===== config.mk =====
export PLATFORM = sky130hd
export DESIGN_NAME = quad_encoder_ctrl
export DESIGN_NICKNAME = d
export VERILOG_FILES = /design/src/rtl/quad_enc_pkg.sv /design/src/rtl/enc_debounce.sv /design/src/rtl/quad_encoder_ctrl.sv
export SDC_FILE = /design/constraint.sdc
export NUM_CORES = 1
export LEC_CHECK = 0
export CAP_MARGIN = 10
export CORE_MARGIN = 2
export CORE_UTILIZATION = 64
export DETAILED_ROUTE_END_ITERATION = 6
export PLACE_DENSITY = 0.85
export SYNTH_ARGS = -nofsm -noshare
export SYNTH_HDL_FRONTEND = slang
export SYNTH_HIERARCHICAL = 1
export SYNTH_SLANG_ARGS = --single-unit

===== constraint.sdc =====
create_clock -name clk -period 9.85 [get_ports clk]
set_input_delay 1.97 -clock clk [delete_from_list [all_inputs] [get_ports clk]]
set_output_delay 1.97 -clock clk [all_outputs]
set_load 0.02 [all_outputs]

===== src/rtl/quad_enc_pkg.sv =====
// Shared definitions for the rotary encoder front end.
// Holds the Gray-phase constants, the transition classification type,
// the accumulator width and helpers for the forward phase sequence
// 00 -> 01 -> 11 -> 10 -> 00 (phase = {b, a}).
package quad_enc_pkg;

  localparam logic [1:0] PH_00 = 2'b00;
  localparam logic [1:0] PH_01 = 2'b01;
  localparam logic [1:0] PH_11 = 2'b11;
  localparam logic [1:0] PH_10 = 2'b10;

  // Signed accumulator width: must hold +/-EDGES_PER_DETENT (max 4).
  localparam int ACC_W = 4;

  typedef enum logic [1:0] {
    TR_NONE,
    TR_FWD,
    TR_REV,
    TR_ILL
  } trans_t;

  // Next phase in the forward direction.
  function automatic logic [1:0] enc_succ(input logic [1:0] ph);
    case (ph)
      PH_00:   return PH_01;
      PH_01:   return PH_11;
      PH_11:   return PH_10;
      default: return PH_00;
    endcase
  endfunction

  // Both channels changing at once cannot happen on a healthy encoder.
  function automatic logic is_illegal(input logic [1:0] prev, input logic [1:0] cur);
    return (prev ^ cur) == 2'b11;
  endfunction

endpackage


===== src/rtl/enc_debounce.sv =====
// One encoder channel: 2-flop synchroniser followed by a debouncer.
// Ports:
//   clk, rst    - clock, synchronous active-high reset
//   raw_in      - raw pin, asynchronous to clk
//   load        - while high, stable follows the synchroniser output directly
//   stable_out  - debounced level; updates DEBOUNCE_CYCLES edges after the
//                 synchronised input first differs, if it stays constant
module enc_debounce #(
  parameter int DEBOUNCE_CYCLES = 50000,
  parameter int DEB_W           = 16
) (
  input  logic clk,
  input  logic rst,
  input  logic raw_in,
  input  logic load,
  output logic stable_out
);

  localparam logic [DEB_W-1:0] CNT_LAST = DEB_W'(DEBOUNCE_CYCLES - 1);

  logic             sync1_reg;
  logic             sync2_reg;
  logic             stable_reg;
  logic [DEB_W-1:0] cnt_reg;

  always_ff @(posedge clk) begin
    if (rst) begin
      sync1_reg  <= 1'b0;
      sync2_reg  <= 1'b0;
      stable_reg <= 1'b0;
      cnt_reg    <= '0;
    end else begin
      sync1_reg <= raw_in;
      sync2_reg <= sync1_reg;
      if (load) begin
        stable_reg <= sync2_reg;
        cnt_reg    <= '0;
      end else if (sync2_reg == stable_reg) begin
        cnt_reg <= '0;
      end else if (cnt_reg == CNT_LAST) begin
        stable_reg <= sync2_reg;
        cnt_reg    <= '0;
      end else begin
        cnt_reg <= cnt_reg + 1'b1;
      end
    end
  end

  assign stable_out = stable_reg;

endmodule


===== src/rtl/quad_encoder_ctrl.sv =====
// Rotary encoder controller: debounced quadrature decode, detent stepping,
// saturating position counter and sticky illegal-transition flag.
// Ports:
//   clk, rst            - clock, synchronous active-high reset
//   enc_a, enc_b        - raw quadrature pins (asynchronous)
//   clear               - position <= POS_INIT, accumulator <= 0, pulse suppressed
//   err_clr             - clears err (a new illegal transition wins)
//   step_fwd, step_rev  - one-cycle pulse per completed detent
//   position            - saturating detent count in [POS_MIN, POS_MAX]
//   err                 - sticky flag for double-bit phase jumps
module quad_encoder_ctrl
  import quad_enc_pkg::*;
#(
  parameter int DEBOUNCE_CYCLES  = 50000,
  parameter int DEB_W            = 16,
  parameter int EDGES_PER_DETENT = 4,
  parameter int POS_W            = 16,
  parameter int POS_MIN          = 0,
  parameter int POS_MAX          = 255,
  parameter int POS_INIT         = 0
) (
  input  logic             clk,
  input  logic             rst,
  input  logic             enc_a,
  input  logic             enc_b,
  input  logic             clear,
  input  logic             err_clr,
  output logic             step_fwd,
  output logic             step_rev,
  output logic [POS_W-1:0] position,
  output logic             err
);

  localparam logic signed [ACC_W-1:0] EPD     = ACC_W'(EDGES_PER_DETENT);
  localparam logic signed [ACC_W-1:0] NEG_EPD = -EPD;
  localparam logic signed [ACC_W-1:0] ACC_ONE = ACC_W'(1);
  localparam logic [POS_W-1:0]        P_MIN   = POS_W'(POS_MIN);
  localparam logic [POS_W-1:0]        P_MAX   = POS_W'(POS_MAX);
  localparam logic [POS_W-1:0]        P_INIT  = POS_W'(POS_INIT);

  logic [1:0]              pins;
  logic [1:0]              phase;
  logic [1:0]              prev_phase_reg;
  logic [1:0]              prime_cnt_reg;
  logic                    primed_reg;
  logic                    eval_en_reg;
  logic                    load_stable;
  logic signed [ACC_W-1:0] acc_reg;
  logic signed [ACC_W-1:0] acc_next;
  logic signed [ACC_W-1:0] acc_inc;
  logic signed [ACC_W-1:0] acc_dec;
  logic [POS_W-1:0]        position_reg;
  logic [POS_W-1:0]        position_next;
  logic                    step_fwd_reg;
  logic                    step_rev_reg;
  logic                    err_reg;
  logic                    fire_fwd;
  logic                    fire_rev;
  trans_t                  trans;

  assign pins        = {enc_b, enc_a};
  assign load_stable = ~primed_reg;

  for (genvar gi = 0; gi < 2; gi++) begin : g_ch
    enc_debounce #(
      .DEBOUNCE_CYCLES(DEBOUNCE_CYCLES),
      .DEB_W          (DEB_W)
    ) u_deb (
      .clk       (clk),
      .rst       (rst),
      .raw_in    (pins[gi]),
      .load      (load_stable),
      .stable_out(phase[gi])
    );
  end

  // primed sets on the 3rd edge after reset. On that same edge prev_phase
  // still holds the phase seen before the synchronisers filled, so
  // evaluation waits one further cycle; otherwise the resting phase could
  // look like a transition.
  always_ff @(posedge clk) begin
    if (rst) begin
      prime_cnt_reg <= 2'd0;
      primed_reg    <= 1'b0;
      eval_en_reg   <= 1'b0;
    end else begin
      eval_en_reg <= primed_reg;
      if (!primed_reg) begin
        if (prime_cnt_reg == 2'd2) primed_reg <= 1'b1;
        else                       prime_cnt_reg <= prime_cnt_reg + 2'd1;
      end
    end
  end

  always_comb begin
    trans = TR_NONE;
    if (eval_en_reg && (phase != prev_phase_reg)) begin
      if (is_illegal(prev_phase_reg, phase))      trans = TR_ILL;
      else if (phase == enc_succ(prev_phase_reg)) trans = TR_FWD;
      else                                        trans = TR_REV;
    end
  end

  assign acc_inc = acc_reg + ACC_ONE;
  assign acc_dec = acc_reg - ACC_ONE;

  always_comb begin
    acc_next = acc_reg;
    fire_fwd = 1'b0;
    fire_rev = 1'b0;
    case (trans)
      TR_FWD: begin
        if (acc_inc == EPD) begin
          acc_next = '0;
          fire_fwd = 1'b1;
        end else begin
          acc_next = acc_inc;
        end
      end
      TR_REV: begin
        if (acc_dec == NEG_EPD) begin
          acc_next = '0;
          fire_rev = 1'b1;
        end else begin
          acc_next = acc_dec;
        end
      end
      TR_ILL:  acc_next = '0;
      default: acc_next = acc_reg;
    endcase
    if (clear) acc_next = '0;
  end

  always_comb begin
    position_next = position_reg;
    if (clear)                                  position_next = P_INIT;
    else if (fire_fwd && position_reg != P_MAX) position_next = position_reg + 1'b1;
    else if (fire_rev && position_reg != P_MIN) position_next = position_reg - 1'b1;
  end

  always_ff @(posedge clk) begin
    if (rst) begin
      prev_phase_reg <= PH_00;
      acc_reg        <= '0;
      position_reg   <= P_INIT;
      step_fwd_reg   <= 1'b0;
      step_rev_reg   <= 1'b0;
      err_reg        <= 1'b0;
    end else begin
      prev_phase_reg <= phase;
      acc_reg        <= acc_next;
      position_reg   <= position_next;
      step_fwd_reg   <= fire_fwd & ~clear;
      step_rev_reg   <= fire_rev & ~clear;
      if (trans == TR_ILL) err_reg <= 1'b1;
      else if (err_clr)    err_reg <= 1'b0;
    end
  end

  assign step_fwd = step_fwd_reg;
  assign step_rev = step_rev_reg;
  assign position = position_reg;
  assign err      = err_reg;

endmodule


==> flow_metrics.py <==
metrics = {
    "clocking": {
        "max-clock-path-buffers": 2,
        "clock-sinks": 67,
        "cts_root_buffer": "clkbuf_8",
        "clk_pin_slew_ns": 0.08,
        "cts_buffers": 9,
        "htreeDepth": 3,
        "cts_hold_buf": 0,
        "cts_resized": 0,
        "cts_tree": "done",
        "postCtsSetupBuffers": 0,
        "clock_latency_ns": 0.34,
    },
    "timing": {
        "fin_setup_tns_ns": 0,
        "min_period_over_period": 0.392,
        "rsz0062_at_grt": "false",
        "worst_pin_slew_ns": 0.736,
        "slew_viol_final": 0,
        "maxSlewHeadroom": 0.508,
        "period_needed_ns": 3.86,
        "setup_viol": 0,
        "finalClockSkew_ns": 0.0144,
        "finalHoldViolCount": 0,
        "fmax_ghz": 0.259,
    },
    "floorplanning": {
        "start_util": 0.660,
        "io_pins": 25,
        "fp.dieH_um": 82.1,
        "die_area_um2": 6740,
        "die_w_um": 82.1,
        "row_count": 28,
        "core-area_um2": 5920,
    },
    "drt": {
        "num_vias": 3295,
        "drt-total-wl_um": 8370,
        "viasPerCell": 5.93,
        "drtPass1Iterations": 4,
        "drt_iter0_drc": 108,
        "routedWlPerCell_um": 15.1,
        "ant_nets": 0,
        "drc": 0,
    },
    "critical_path": {
        "arrival_ns": 4.13,
        "endpoint_kind": "flip-flop",
        "crit_type": "reg2reg",
        "critical_path_buf_inv_count": 0,
        "crit_chain": "or4_1 -> nor4_1 -> or2_2 -> ha_1 -> nor2b_1 -> o31a_1 -> o31ai_1 -> a21oi_1 -> or4_1 -> a21oi_1",
        "path_max_fanout": 18,
        "crit_path_top_delay_cell": "or4_1",
        "cp_slowest_stage_delay_ns": 0.56,
        "start_kind": "flip-flop",
        "reg2regPathDepth": 10,
        "crit_cells": 10,
        "crit_required_ns": 10.12,
        "cp_top_family": "simple AND/OR/NAND/NOR gates",
    },
    "synthesis": {
        "postSynthCellCount": 449,
        "synth_enable_flop_cells": 0,
        "ys_seq_elements": 67,
        "yosys_warnings": 6,
        "synth-main-ff-cell": "dfxtp_1",
        "yosys.area.top_type": "dfxtp_1",
        "synth-async-reset-ratio": 0,
        "syn_avg_cell_area_um2": 8.70,
        "syn_nets": 477,
        "ys_top_cells_by_area": "dfxtp_1, xnor2_1, ha_1, nor2_1, a21oi_1",
        "ys_seq_area_frac": 0.343,
        "synth_top_area_frac": 0.343,
        "syn-cell-area_um2": 3900,
        "ys_types": 57,
    },
    "grt": {
        "antenna_found_initial": 0,
        "grt_usage": 0.267,
        "grt_max_degree": 20,
        "grt_pass1_wl_um": 14000,
        "grt_pass1_vias": 3154,
        "grt_overflow": 0,
    },
    "final_layout": {
        "multiInputGateArea_um2": 2440,
        "layout_common_cells": "nor2_1, dfxtp_1, xnor2_1",
        "largest_reg_flops": 32,
        "num-nets-final": 504,
        "ff_latch_area_um2": 1340,
        "final_util": 0.746,
        "fillers": 426,
        "area_delta_synth_final_pct": 13.0,
        "n_antenna_cell": 0,
        "drive_gt1_frac": 0.106,
    },
    "place": {
        "gp_congestion": 0.897,
        "io_buffers": 24,
        "dpl.hpwl_um": 5980,
    },
    "pwr": {
        "power_leakage_nw": 1.67,
        "peakVddDrop_mv": 0.125,
        "power.density_nw_per_um2": 130,
    },
    "run_status": {
        "run_status": "finished, final reports clean",
    },
    "worst_hold_path": {
        "min-delay-path-class": "reg2reg",
        "min_path_cells": 1,
    },
    "run": {
        "drv_cap": 0,
    },
}
-- metrics by stage --
step	power (mW)	setup slack [ns]	instances	hold WS (ns)	cell area [µm²]
CTS	0.576	6.00	556	0.467	4410
finish	0.574	5.99	556	0.461	4410
global placement	0.324	5.95	540	0.431	4190
global route	0.595	5.65	556	0.471	4410
floorplan	0.317	6.34	449	0.414	3910
detailed placement	0.326	5.92	540	0.448	4190
-- power by group --
part	switching [mW]	internal (mW)	total [mW]	leakage [nW]
Sequential	0.00588	0.278	0.284	0.541
Combinational	0.0214	0.0155	0.0369	1.01
Clock	0.109	0.144	0.253	0.114
-- final timing paths --
| kind | end | from | slack (ns) |
|---|---|---|---|
| max | position[14]$_SDFFE_PP0P_ | position[11]$_SDFFE_PP0P_ | 5.99 |
| min | g_ch[0].u_deb/sync2_reg$_SDFF_PP0_ | g_ch[0].u_deb/sync1_reg$_SDFF_PP0_ | 0.46 |
| max reg2reg | position[14]$_SDFFE_PP0P_ | position[11]$_SDFFE_PP0P_ | 5.99 |
| min reg2reg | g_ch[0].u_deb/sync2_reg$_SDFF_PP0_ | g_ch[0].u_deb/sync1_reg$_SDFF_PP0_ | 0.46 |
-- routing by layer --
metal  routed length [µm]  GRT usage  vias to the layer above
li1                     -          -                     1652
met1                 3850      0.347                     1556
met2                 4020      0.431                       70
met3                  338     0.0522                       17
met4                  170      0.117                        0
met5                    0          0                        -
-- kinds of logic after synthesis --
group / Yosys count / share of synthesized area
AO/OA/AOI/OAI: 77 / 0.128
flip-flops: 67 / 0.343
AND/OR/NAND/NOR: 209 / 0.316
multiplexers: 7 / 0.0186
adder cells (fa/ha/maj): 22 / 0.0724
XOR/XNOR: 40 / 0.0897
buffers and inverters: 27 / 0.0317
-- area by class of cell --
class                      instances  area share
multi-input combinational        355       0.553
sequential                        67       0.304
timing repair buffer              25      0.0561
clock buffer                       9      0.0281
clock inverter                     7      0.0227
tap                               75      0.0213
inverter                          18      0.0153
-- synthesized netlist by cell type (all sizes together) (2+ instances only) --
| library cell | count |
|---|---|
| xnor2 | 34 |
| a211oi | 6 |
| nor4b | 3 |
| o21ai | 19 |
| nand3 | 20 |
| or3 | 4 |
| xor2 | 6 |
| ha | 21 |
| nor4 | 11 |
| nor3 | 15 |
| buf | 3 |
| mux2i | 5 |
| nor2b | 9 |
| mux2 | 2 |
| a41oi | 2 |
| nor4bb | 4 |
| or2 | 4 |
| o21a | 2 |
| a21oi | 26 |
| clkbuf | 6 |
| dfxtp | 67 |
| a31oi | 2 |
| a21o | 4 |
| nand4 | 9 |
| nor2 | 71 |
| o32ai | 2 |
| inv | 18 |
| nand2 | 33 |
| or4 | 6 |
| nor3b | 2 |
| and3 | 10 |
| and2 | 4 |
| o31ai | 3 |
-- worst register-to-register path: stages, from the launching register on --
cell and delay (ns):
dfxtp_1 0.33, or4_1 0.56, nor4_1 0.44, or2_2 0.44, ha_1 0.34, nor2b_1 0.17, o31a_1 0.27, o31ai_1 0.45
a21oi_1 0.13, or4_1 0.51, a21oi_1 0.14
(Power assumes the default switching activity.)
